File: src/rtl/char_motion_ctrl.sv
// Character motion sequencer.
// Turns the left/right/jump buttons into walking, a charged jump, ballistic
// airborne motion with wall bounce, and landing on a platform or the ground.
// All motion advances once per physics tick, a one-cycle pulse generated
// every TICK_N sys_clk cycles. Positions are unsigned pixels with y pointing
// up (height above ground); velocities are signed pixels per tick.
//
// The state output is the FSM state (0 IDLE, 1 CHARGE, 2 AIR, 3 LAND), so
// checkers can bind to it directly.
module char_motion_ctrl #(
    parameter int PHY_WIDTH    = 14,
    parameter int VEL_WIDTH    = 8,
    parameter int TICK_N       = 1000000,
    parameter int MAP_WIDTH_X  = 480,
    parameter int WALL_WIDTH   = 10,
    parameter int CHAR_WIDTH_X = 42,
    parameter int X_INIT       = 219,
    parameter int WALK_STEP    = 2,
    parameter int H_VEL        = 3,
    parameter int BASE_VEL     = 4,
    parameter int JUMP_GAIN    = 1,
    parameter int MAX_CHARGE   = 15,
    parameter int GRAVITY      = 1,
    parameter int MAX_FALL     = 12
) (
    input  logic                 sys_clk,
    input  logic                 sys_rst_n,
    input  logic                 left_btn,
    input  logic                 right_btn,
    input  logic                 jump_btn,
    input  logic                 land_req,
    input  logic [PHY_WIDTH-1:0] land_y,
    output logic [PHY_WIDTH-1:0] char_x,
    output logic [PHY_WIDTH-1:0] char_y,
    output logic [1:0]           state,
    output logic                 facing,
    output logic [3:0]           charge,
    output logic                 tick
);

    // Counter width for the tick divider; at least one bit.
    localparam int CNT_W = (TICK_N > 1) ? $clog2(TICK_N) : 1;
    // Airborne arithmetic is done two bits wider than the position so that
    // overshoot past either wall or below the ground is representable.
    localparam int AW    = PHY_WIDTH + 2;
    localparam int XMIN  = WALL_WIDTH;
    localparam int XMAX  = MAP_WIDTH_X - WALL_WIDTH - CHAR_WIDTH_X;

    localparam logic signed [AW-1:0]        C_XMIN   = AW'(XMIN);
    localparam logic signed [AW-1:0]        C_XMAX   = AW'(XMAX);
    localparam logic [PHY_WIDTH-1:0]        C_XMIN_P = PHY_WIDTH'(XMIN);
    localparam logic [PHY_WIDTH-1:0]        C_XMAX_P = PHY_WIDTH'(XMAX);
    localparam logic signed [VEL_WIDTH-1:0] C_VY_MIN = VEL_WIDTH'(-MAX_FALL);
    localparam logic signed [VEL_WIDTH-1:0] C_HVEL   = VEL_WIDTH'(H_VEL);
    localparam logic [3:0]                  C_CHMAX  = 4'(MAX_CHARGE);

    typedef enum logic [1:0] {
        S_IDLE   = 2'd0,
        S_CHARGE = 2'd1,
        S_AIR    = 2'd2,
        S_LAND   = 2'd3
    } state_t;

    // Synchronizer flops (meta stage, then usable stage)
    logic r_left_meta, r_left_sync;
    logic r_right_meta, r_right_sync;
    logic r_jump_meta, r_jump_sync;

    // Tick divider
    logic [CNT_W-1:0] r_tick_cnt;
    logic             w_tick;

    // Motion state
    state_t                        r_state;
    logic [PHY_WIDTH-1:0]          r_x;
    logic [PHY_WIDTH-1:0]          r_y;
    logic signed [VEL_WIDTH-1:0]   r_vx;
    logic signed [VEL_WIDTH-1:0]   r_vy;
    logic                          r_facing;
    logic [3:0]                    r_charge;

    // Combinational next-value helpers
    logic                          w_left_only;
    logic                          w_right_only;
    logic [PHY_WIDTH-1:0]          w_walk_left_x;
    logic [PHY_WIDTH-1:0]          w_walk_right_x;
    logic signed [VEL_WIDTH-1:0]   w_launch_vy;
    logic signed [VEL_WIDTH-1:0]   w_launch_vx;
    logic signed [AW-1:0]          w_x_ext;
    logic signed [AW-1:0]          w_vx_ext;
    logic signed [AW-1:0]          w_x_sum;
    logic [PHY_WIDTH-1:0]          w_air_x;
    logic signed [VEL_WIDTH-1:0]   w_air_vx;
    logic signed [AW-1:0]          w_y_ext;
    logic signed [AW-1:0]          w_vy_ext;
    logic signed [AW-1:0]          w_y_sum;
    logic [PHY_WIDTH-1:0]          w_air_y;
    logic                          w_hit_ground;
    logic                          w_land_plat;
    logic signed [VEL_WIDTH-1:0]   w_vy_dec;
    logic signed [VEL_WIDTH-1:0]   w_air_vy;

    // Two-flop synchronizers for the asynchronous button levels
    always_ff @(posedge sys_clk or negedge sys_rst_n) begin
        if (!sys_rst_n) begin
            r_left_meta  <= 1'b0;
            r_left_sync  <= 1'b0;
            r_right_meta <= 1'b0;
            r_right_sync <= 1'b0;
            r_jump_meta  <= 1'b0;
            r_jump_sync  <= 1'b0;
        end else begin
            r_left_meta  <= left_btn;
            r_left_sync  <= r_left_meta;
            r_right_meta <= right_btn;
            r_right_sync <= r_right_meta;
            r_jump_meta  <= jump_btn;
            r_jump_sync  <= r_jump_meta;
        end
    end

    // Physics tick divider: counts 0..TICK_N-1, tick asserted on the last count
    always_ff @(posedge sys_clk or negedge sys_rst_n) begin
        if (!sys_rst_n) begin
            r_tick_cnt <= '0;
        end else if (w_tick) begin
            r_tick_cnt <= '0;
        end else begin
            r_tick_cnt <= r_tick_cnt + 1'b1;
        end
    end

    assign w_tick = (r_tick_cnt == CNT_W'(TICK_N - 1));

    // Ground movement helpers: walk with clamping at the inner wall faces,
    // and the launch velocities taken when the jump button is released
    always_comb begin
        w_left_only  = r_left_sync & ~r_right_sync;
        w_right_only = r_right_sync & ~r_left_sync;

        w_walk_left_x = C_XMIN_P;
        if (r_x >= C_XMIN_P + PHY_WIDTH'(WALK_STEP)) begin
            w_walk_left_x = r_x - PHY_WIDTH'(WALK_STEP);
        end

        w_walk_right_x = C_XMAX_P;
        if (r_x + PHY_WIDTH'(WALK_STEP) <= C_XMAX_P) begin
            w_walk_right_x = r_x + PHY_WIDTH'(WALK_STEP);
        end

        w_launch_vy = VEL_WIDTH'(BASE_VEL) + VEL_WIDTH'(JUMP_GAIN) * VEL_WIDTH'(r_charge);

        w_launch_vx = '0;
        if (w_right_only) begin
            w_launch_vx = C_HVEL;
        end else if (w_left_only) begin
            w_launch_vx = -C_HVEL;
        end
    end

    // Airborne helpers: horizontal move with wall reflection, vertical move
    // with ground/platform detection, gravity and fall-speed limit
    always_comb begin
        w_x_ext  = {2'b00, r_x};
        w_vx_ext = {{(AW-VEL_WIDTH){r_vx[VEL_WIDTH-1]}}, r_vx};
        w_x_sum  = w_x_ext + w_vx_ext;

        w_air_x  = w_x_sum[PHY_WIDTH-1:0];
        w_air_vx = r_vx;
        if (w_x_sum > C_XMAX) begin
            w_air_x  = C_XMAX_P;
            w_air_vx = -r_vx;
        end else if (w_x_sum < C_XMIN) begin
            w_air_x  = C_XMIN_P;
            w_air_vx = -r_vx;
        end

        w_y_ext  = {2'b00, r_y};
        w_vy_ext = {{(AW-VEL_WIDTH){r_vy[VEL_WIDTH-1]}}, r_vy};
        w_y_sum  = w_y_ext + w_vy_ext;

        // A platform can only catch the character on the way down (vy <= 0).
        w_land_plat  = land_req & (r_vy[VEL_WIDTH-1] | (r_vy == '0));
        w_hit_ground = w_y_sum[AW-1];

        // Non-negative sum: any bit at or above PHY_WIDTH means overflow.
        w_air_y = w_y_sum[PHY_WIDTH-1:0];
        if (w_y_sum[PHY_WIDTH]) begin
            w_air_y = {PHY_WIDTH{1'b1}};
        end

        w_vy_dec = r_vy - VEL_WIDTH'(GRAVITY);
        w_air_vy = w_vy_dec;
        if (w_vy_dec < C_VY_MIN) begin
            w_air_vy = C_VY_MIN;
        end
    end

    // Motion FSM: every state and position update happens on the tick cycle
    always_ff @(posedge sys_clk or negedge sys_rst_n) begin
        if (!sys_rst_n) begin
            r_state  <= S_IDLE;
            r_x      <= PHY_WIDTH'(X_INIT);
            r_y      <= '0;
            r_vx     <= '0;
            r_vy     <= '0;
            r_facing <= 1'b1;
            r_charge <= '0;
        end else if (w_tick) begin
            case (r_state)
                S_IDLE: begin
                    // Jump takes priority over walking.
                    if (r_jump_sync) begin
                        r_state  <= S_CHARGE;
                        r_charge <= '0;
                    end else if (w_left_only) begin
                        r_x      <= w_walk_left_x;
                        r_facing <= 1'b0;
                    end else if (w_right_only) begin
                        r_x      <= w_walk_right_x;
                        r_facing <= 1'b1;
                    end
                end
                S_CHARGE: begin
                    if (r_jump_sync) begin
                        if (r_charge < C_CHMAX) begin
                            r_charge <= r_charge + 4'd1;
                        end
                    end else begin
                        r_state  <= S_AIR;
                        r_vy     <= w_launch_vy;
                        r_vx     <= w_launch_vx;
                        r_charge <= '0;
                        if (w_right_only) begin
                            r_facing <= 1'b1;
                        end else if (w_left_only) begin
                            r_facing <= 1'b0;
                        end
                    end
                end
                S_AIR: begin
                    r_x <= w_air_x;
                    if (w_land_plat) begin
                        r_y     <= land_y;
                        r_vy    <= '0;
                        r_vx    <= '0;
                        r_state <= S_LAND;
                    end else if (w_hit_ground) begin
                        r_y     <= '0;
                        r_vy    <= '0;
                        r_vx    <= '0;
                        r_state <= S_LAND;
                    end else begin
                        r_y  <= w_air_y;
                        r_vy <= w_air_vy;
                        r_vx <= w_air_vx;
                    end
                end
                S_LAND: begin
                    r_state <= S_IDLE;
                end
                default: begin
                    r_state <= S_IDLE;
                end
            endcase
        end
    end

    assign char_x = r_x;
    assign char_y = r_y;
    assign state  = r_state;
    assign facing = r_facing;
    assign charge = r_charge;
    assign tick   = w_tick;

endmodule
File: config.mk
export PLATFORM = sky130hd
export DESIGN_NAME = char_motion_ctrl
export DESIGN_NICKNAME = d
export VERILOG_FILES = /design/src/rtl/char_motion_ctrl.sv
export SDC_FILE = /design/constraint.sdc
export NUM_CORES = 1
export LEC_CHECK = 0
export CORE_MARGIN = 2
export CORE_UTILIZATION = 30
export DETAILED_ROUTE_END_ITERATION = 6
export GPL_TIMING_DRIVEN = 1
export SETUP_SLACK_MARGIN = 0.02
export SLEW_MARGIN = 0
export SYNTH_ARGS = -nofsm -noshare
export SYNTH_HDL_FRONTEND = slang
export SYNTH_SLANG_ARGS = --single-unit
export TNS_END_PERCENT = 50
File: constraint.sdc
create_clock -name sys_clk -period 8.15 [get_ports sys_clk]
set_clock_uncertainty 0.1 [all_clocks]
set_input_delay 1.63 -clock sys_clk [delete_from_list [all_inputs] [get_ports sys_clk]]
set_output_delay 1.63 -clock sys_clk [all_outputs]
set_load 0.005 [all_outputs]
* Word-level counts from Yosys, hierarchy flattened
Cells that the tools add are included.
** Cells by class
- $lt $le $gt $ge :: 6
- Bitwise gates (word level) :: 6
- Equality and inequality tests :: 12
- Add/subtract/negate cells :: 9
- Muxes and demuxes :: 41
- Reduce and logical (&&, ||, !) cells :: 12
** Operators by type and width (number)
- $mux W14 :: 10
- $mux W8 :: 11
- $add A15 B8 Y16 :: 2
- $pmux W8 S2 :: 2
- $pmux W14 S2 :: 1
- $add A20 B1 Y20 const B :: 1
- $eq A20 B20 Y1 const B :: 1
- $mux W20 :: 1
- $gt A16 B10 Y1 const B :: 1
- $lt A16 B5 Y1 const B :: 1
- $reduce_and A4 Y1 :: 4
- $add A14 B2 Y14 const B :: 1
- $ge A14 B4 Y1 const B :: 1
- $le A14 B9 Y1 const B :: 1
- $sub A14 B2 Y14 const B :: 1
- $mux W4 :: 3
- $ne A3 B3 Y1 const B :: 4
- $logic_not A8 Y1 :: 1
- $lt A8 B5 Y1 const B :: 1
- $mux W2 :: 4
- $neg A8 Y8 :: 1
- $pmux W2 S4 :: 1
- $pmux W4 S2 :: 1
- $sub A8 B2 Y8 const B :: 1
- 17 further kinds :: 30
** Storage, ports and cells
- Logic and storage cells :: 100
- Input port bits :: 20
- Bits in registers :: 77

* Longest topological paths before layout
- Depth in word-level cells :: 7
- Depth in mapped cells :: 13
- Gate-level depth less buffers :: 13

* Least setup slack after synthesis
OpenSTA, ideal clock, no wires.
- Kind :: register to output
- Start point :: reg r_tick_cnt[10]
- End point :: out tick
- Slack :: 4490 ps
- Data arrival time :: 1930 ps
- Data required time :: 6420 ps
- Cell stages (with the launch flop) :: 5
- Cell sequence :: dfrtp_1 or4b_1 or3_4 nor3_4 clkbuf_1
** Between the ends
- Longest elaborated chain between the ends :: 1
** RTL lines
- start: declaration :: line 70 : logic [CNT_W-1:0] r_tick_cnt;
- start signal: assignment :: line 129 : r_tick_cnt <= r_tick_cnt + 1'b1;
- $eq A20 B20 Y1 :: line 133 : assign w_tick = (r_tick_cnt == CNT_W'(TICK_N - 1));
- end: declaration :: line 38 : output logic tick
Every way passes these cells.

* Worst setup path in the final report
Same ends and word-level chain as after synthesis.

==> flow_metrics.env <==
export IMPL_ant_nets=0
export IMPL_maxSlewViolCount=0
export IMPL_rrSetupSlack_ps=3940
export IMPL_ys_async_sr_fraction_pct=100
export IMPL_maxSlewHeadroom_pct=42.8
export IMPL_fin_crit_sh_pct=58.1
export IMPL_hold_slack_ps=252
export IMPL_fmax_ghz=0.211
export IMPL_die_h_um=147
export IMPL_final_common_cell="nand2_1"
export IMPL_crit_path_end="tick"
export IMPL_nets=856
export IMPL_synthTopCellsByArea="dfrtp_1 29%, ha_1 9.2%, nand2_1 5.5%"
export IMPL_cp_end_kind="output pin"
export IMPL_grt_first_pass_wirelength_um=27000
export IMPL_path_clk_slew_ps=60
export IMPL_cts_sinks=77
export IMPL_hold_path_class="reg -> reg"
export IMPL_antenna_cells=0
export IMPL_ioPinCount=56
export IMPL_rows=52
export IMPL_cp_start_kind="flop"
export IMPL_yosys_area_top_type="dfrtp_1"
export IMPL_synth_top_area_share_pct=28.7
export IMPL_crit_arrival_ps=3010
export IMPL_worst_r2r_endpoint="r_vx[3]"
export IMPL_core_area_sq_um=20100
export IMPL_worstPathRequired_ps=6420
export IMPL_post_cts_resized=0
export IMPL_vdd_ir_drop_worst_mv=0.0990
export IMPL_post_route_cells_drive_above_1_share_pct=5.42
export IMPL_hold_violations=0
export IMPL_postSynthRegisterBits=77
export IMPL_p_comb_share_pct=3.3
export IMPL_cts_tree="done"
export IMPL_cts_made_buffers=9
export IMPL_r2r_cells=12
export IMPL_synth_ff_type="dfrtp_1"
export IMPL_crit_type="reg -> out"
export IMPL_drt_first_pass_iters=4
export IMPL_p_sw_share_pct=22.6
export IMPL_switching_power_mw=0.186
export IMPL_rsz0062_at_grt="no"
export IMPL_synthesis_area_sq_um=6100
export IMPL_syn2layout_area_growth_pct=18.1
export IMPL_cts_root_buf="clkbuf_16"
export IMPL_yosysWarnings=0
export IMPL_drc_errors=0
export IMPL_cts_hold_buf=0
export IMPL_clock_latency_ps=350
export IMPL_final_cell_mix="89 x nand2_1, 70 x dfrtp_1, 66 x nor2_1, 58 x o21ai_0, 54 x clkdlybuf4s50_1"
export IMPL_floorplan_initialDensity_pct=30.3
export IMPL_drt_initial_drc_count=329
export IMPL_syn_nets=813
export IMPL_port_buffers=55
export IMPL_syn_avg_cell_area_sq_um=8.17
export IMPL_fp_dieArea_sq_um=21500
export IMPL_grt_pass1_vias=5445
export IMPL_postCtsSetupRepairBufs=0
export IMPL_grt_start_max_net_pins=42
export IMPL_setup_tns_ps=0
export IMPL_vias=5545
export IMPL_htreeDepth=3
export IMPL_total_power_mw=0.827
export IMPL_pwr_share_clk_pct=50.2
export IMPL_crit_path_start="r_tick_cnt[10]"
export IMPL_fin_crit_ps=4740
export IMPL_track_usage_pct=15.1
export IMPL_syn_inst=746
export IMPL_max_cap_viol_count=0
export IMPL_finalSetupViolCount=0
export IMPL_die_w_um=147
export IMPL_synth_distinct_cells=73
export IMPL_reg2reg_from="char_x[1]"
export IMPL_antenna_found_initial=0
export IMPL_wl_per_cell_um=14.6
export IMPL_seqPwrFrac_pct=46.5
export IMPL_p_per_area_nw_per_um2=115
export IMPL_p_int_mw=0.640
export IMPL_grt_overflow=0
export IMPL_gp_congestion=0.845
export IMPL_drt_wl_total_um=15600
export IMPL_status="finished clean"
export IMPL_p_leak_nw=2.93
export IMPL_vias_per_cell=5.21
export IMPL_synth_edff_count=0
export IMPL_crit_fanout=17
export IMPL_cts_buffer_depth=2
export IMPL_ys_seq_area_share_pct=31.8
export IMPL_worst_pin_slew_ps=856
export IMPL_dp_hpwl_um=11400
registers in the layout, summed over array words and instances, names as in the netlist:
name,cells
char_x,14
char_y,14
charge,4
facing,1
r_jump_meta,1
r_jump_sync,1
r_left_meta,1
r_left_sync,1
r_right_meta,1
r_right_sync,1
r_tick_cnt,20
r_vx,8
r_vy,8
state,2
kinds of logic after synthesis:
group	share of synthesized area, %
AO/OA/AOI/OAI	22.9
XOR/XNOR	6.61
adder cells (fa/ha/maj)	9.89
buffers and inverters	3.88
flip-flops	31.8
multiplexers	0.657
AND/OR/NAND/NOR	24.3
synth_stat cells (10+ instances only):
cell type,number
nand2_1,89
dfrtp_1,70
nor2_1,66
o21ai_0,58
a21oi_1,46
ha_1,45
inv_1,34
xnor2_1,29
nand3_1,26
nor3_1,23
o211ai_1,21
clkbuf_1,19
xor2_1,17
and3_1,11
nor2b_1,11
o31ai_1,11
and2_1,10
nand2b_1,10
nand4_1,10
per-layer routing:
metal / global-route usage [%] / part of all wire (%) / vias up
met2: 23.8 / 46 / 101
li1: - / - / 2814
met1: 21.4 / 49 / 2619
met5: 0 / 0 / -
met3: 2.19 / 3.6 / 11
met4: 4.71 / 1.2 / 0
power groups by stage:
stage | Combinational [mW] | Clock, mW | Sequential [mW]
2_1_floorplan | 0.00786 | 0 | 0.392
3_3_place_gp | 0.0281 | 0 | 0.392
3_5_place_dp | 0.0279 | 0 | 0.392
4_1_cts | 0.0280 | 0.428 | 0.385
5_1_grt | 0.0310 | 0.441 | 0.385
6_report | 0.0270 | 0.415 | 0.385
area by class of cell:
| cell class | count | area [sq um] |
|---|---|---|
| Clock buffer | 10 | 239 |
| Clock inverter | 6 | 62.6 |
| Fill cell | 2061 | 12900 |
| Inverter | 35 | 131 |
| Multi-Input combinational cell | 608 | 3920 |
| Sequential cell | 77 | 1940 |
| Tap cell | 270 | 338 |
| Timing Repair Buffer | 58 | 571 |
critical path, stage by stage, from the launching register on:
cell	delay (ps)
dfrtp_1	420
or4b_1	560
or3_4	410
nor3_4	630
clkdlybuf4s50_1	630
per-stage QoR:
step / cell area (sq um) / setup WS [ps] / cells / utilization (%)
after floorplan: 6100 / 4490 / 746 / -
after global placement: 6900 / 3790 / 1048 / 34.3
after detailed placement: 6900 / 3780 / 1048 / 34.3
after CTS: 7200 / 3390 / 1064 / 35.8
after global routing: 7200 / 3310 / 1064 / 35.8
final: 7200 / 3410 / 1064 / 35.8
worst min-delay path by stage:
stage | startpoint | end | slack, ps | depth (start not counted)
final | r_left_meta | r_left_sync | 250 | 0
after CTS | r_left_meta | r_left_sync | 260 | 0
after floorplan | r_jump_meta | r_jump_sync | 230 | 0
after global placement | r_jump_meta | r_jump_sync | 230 | 0
after global routing | r_left_meta | r_left_sync | 260 | 0
after detailed placement | r_left_meta | r_left_sync | 250 | 0
Power figures use the tool's default switching activity.
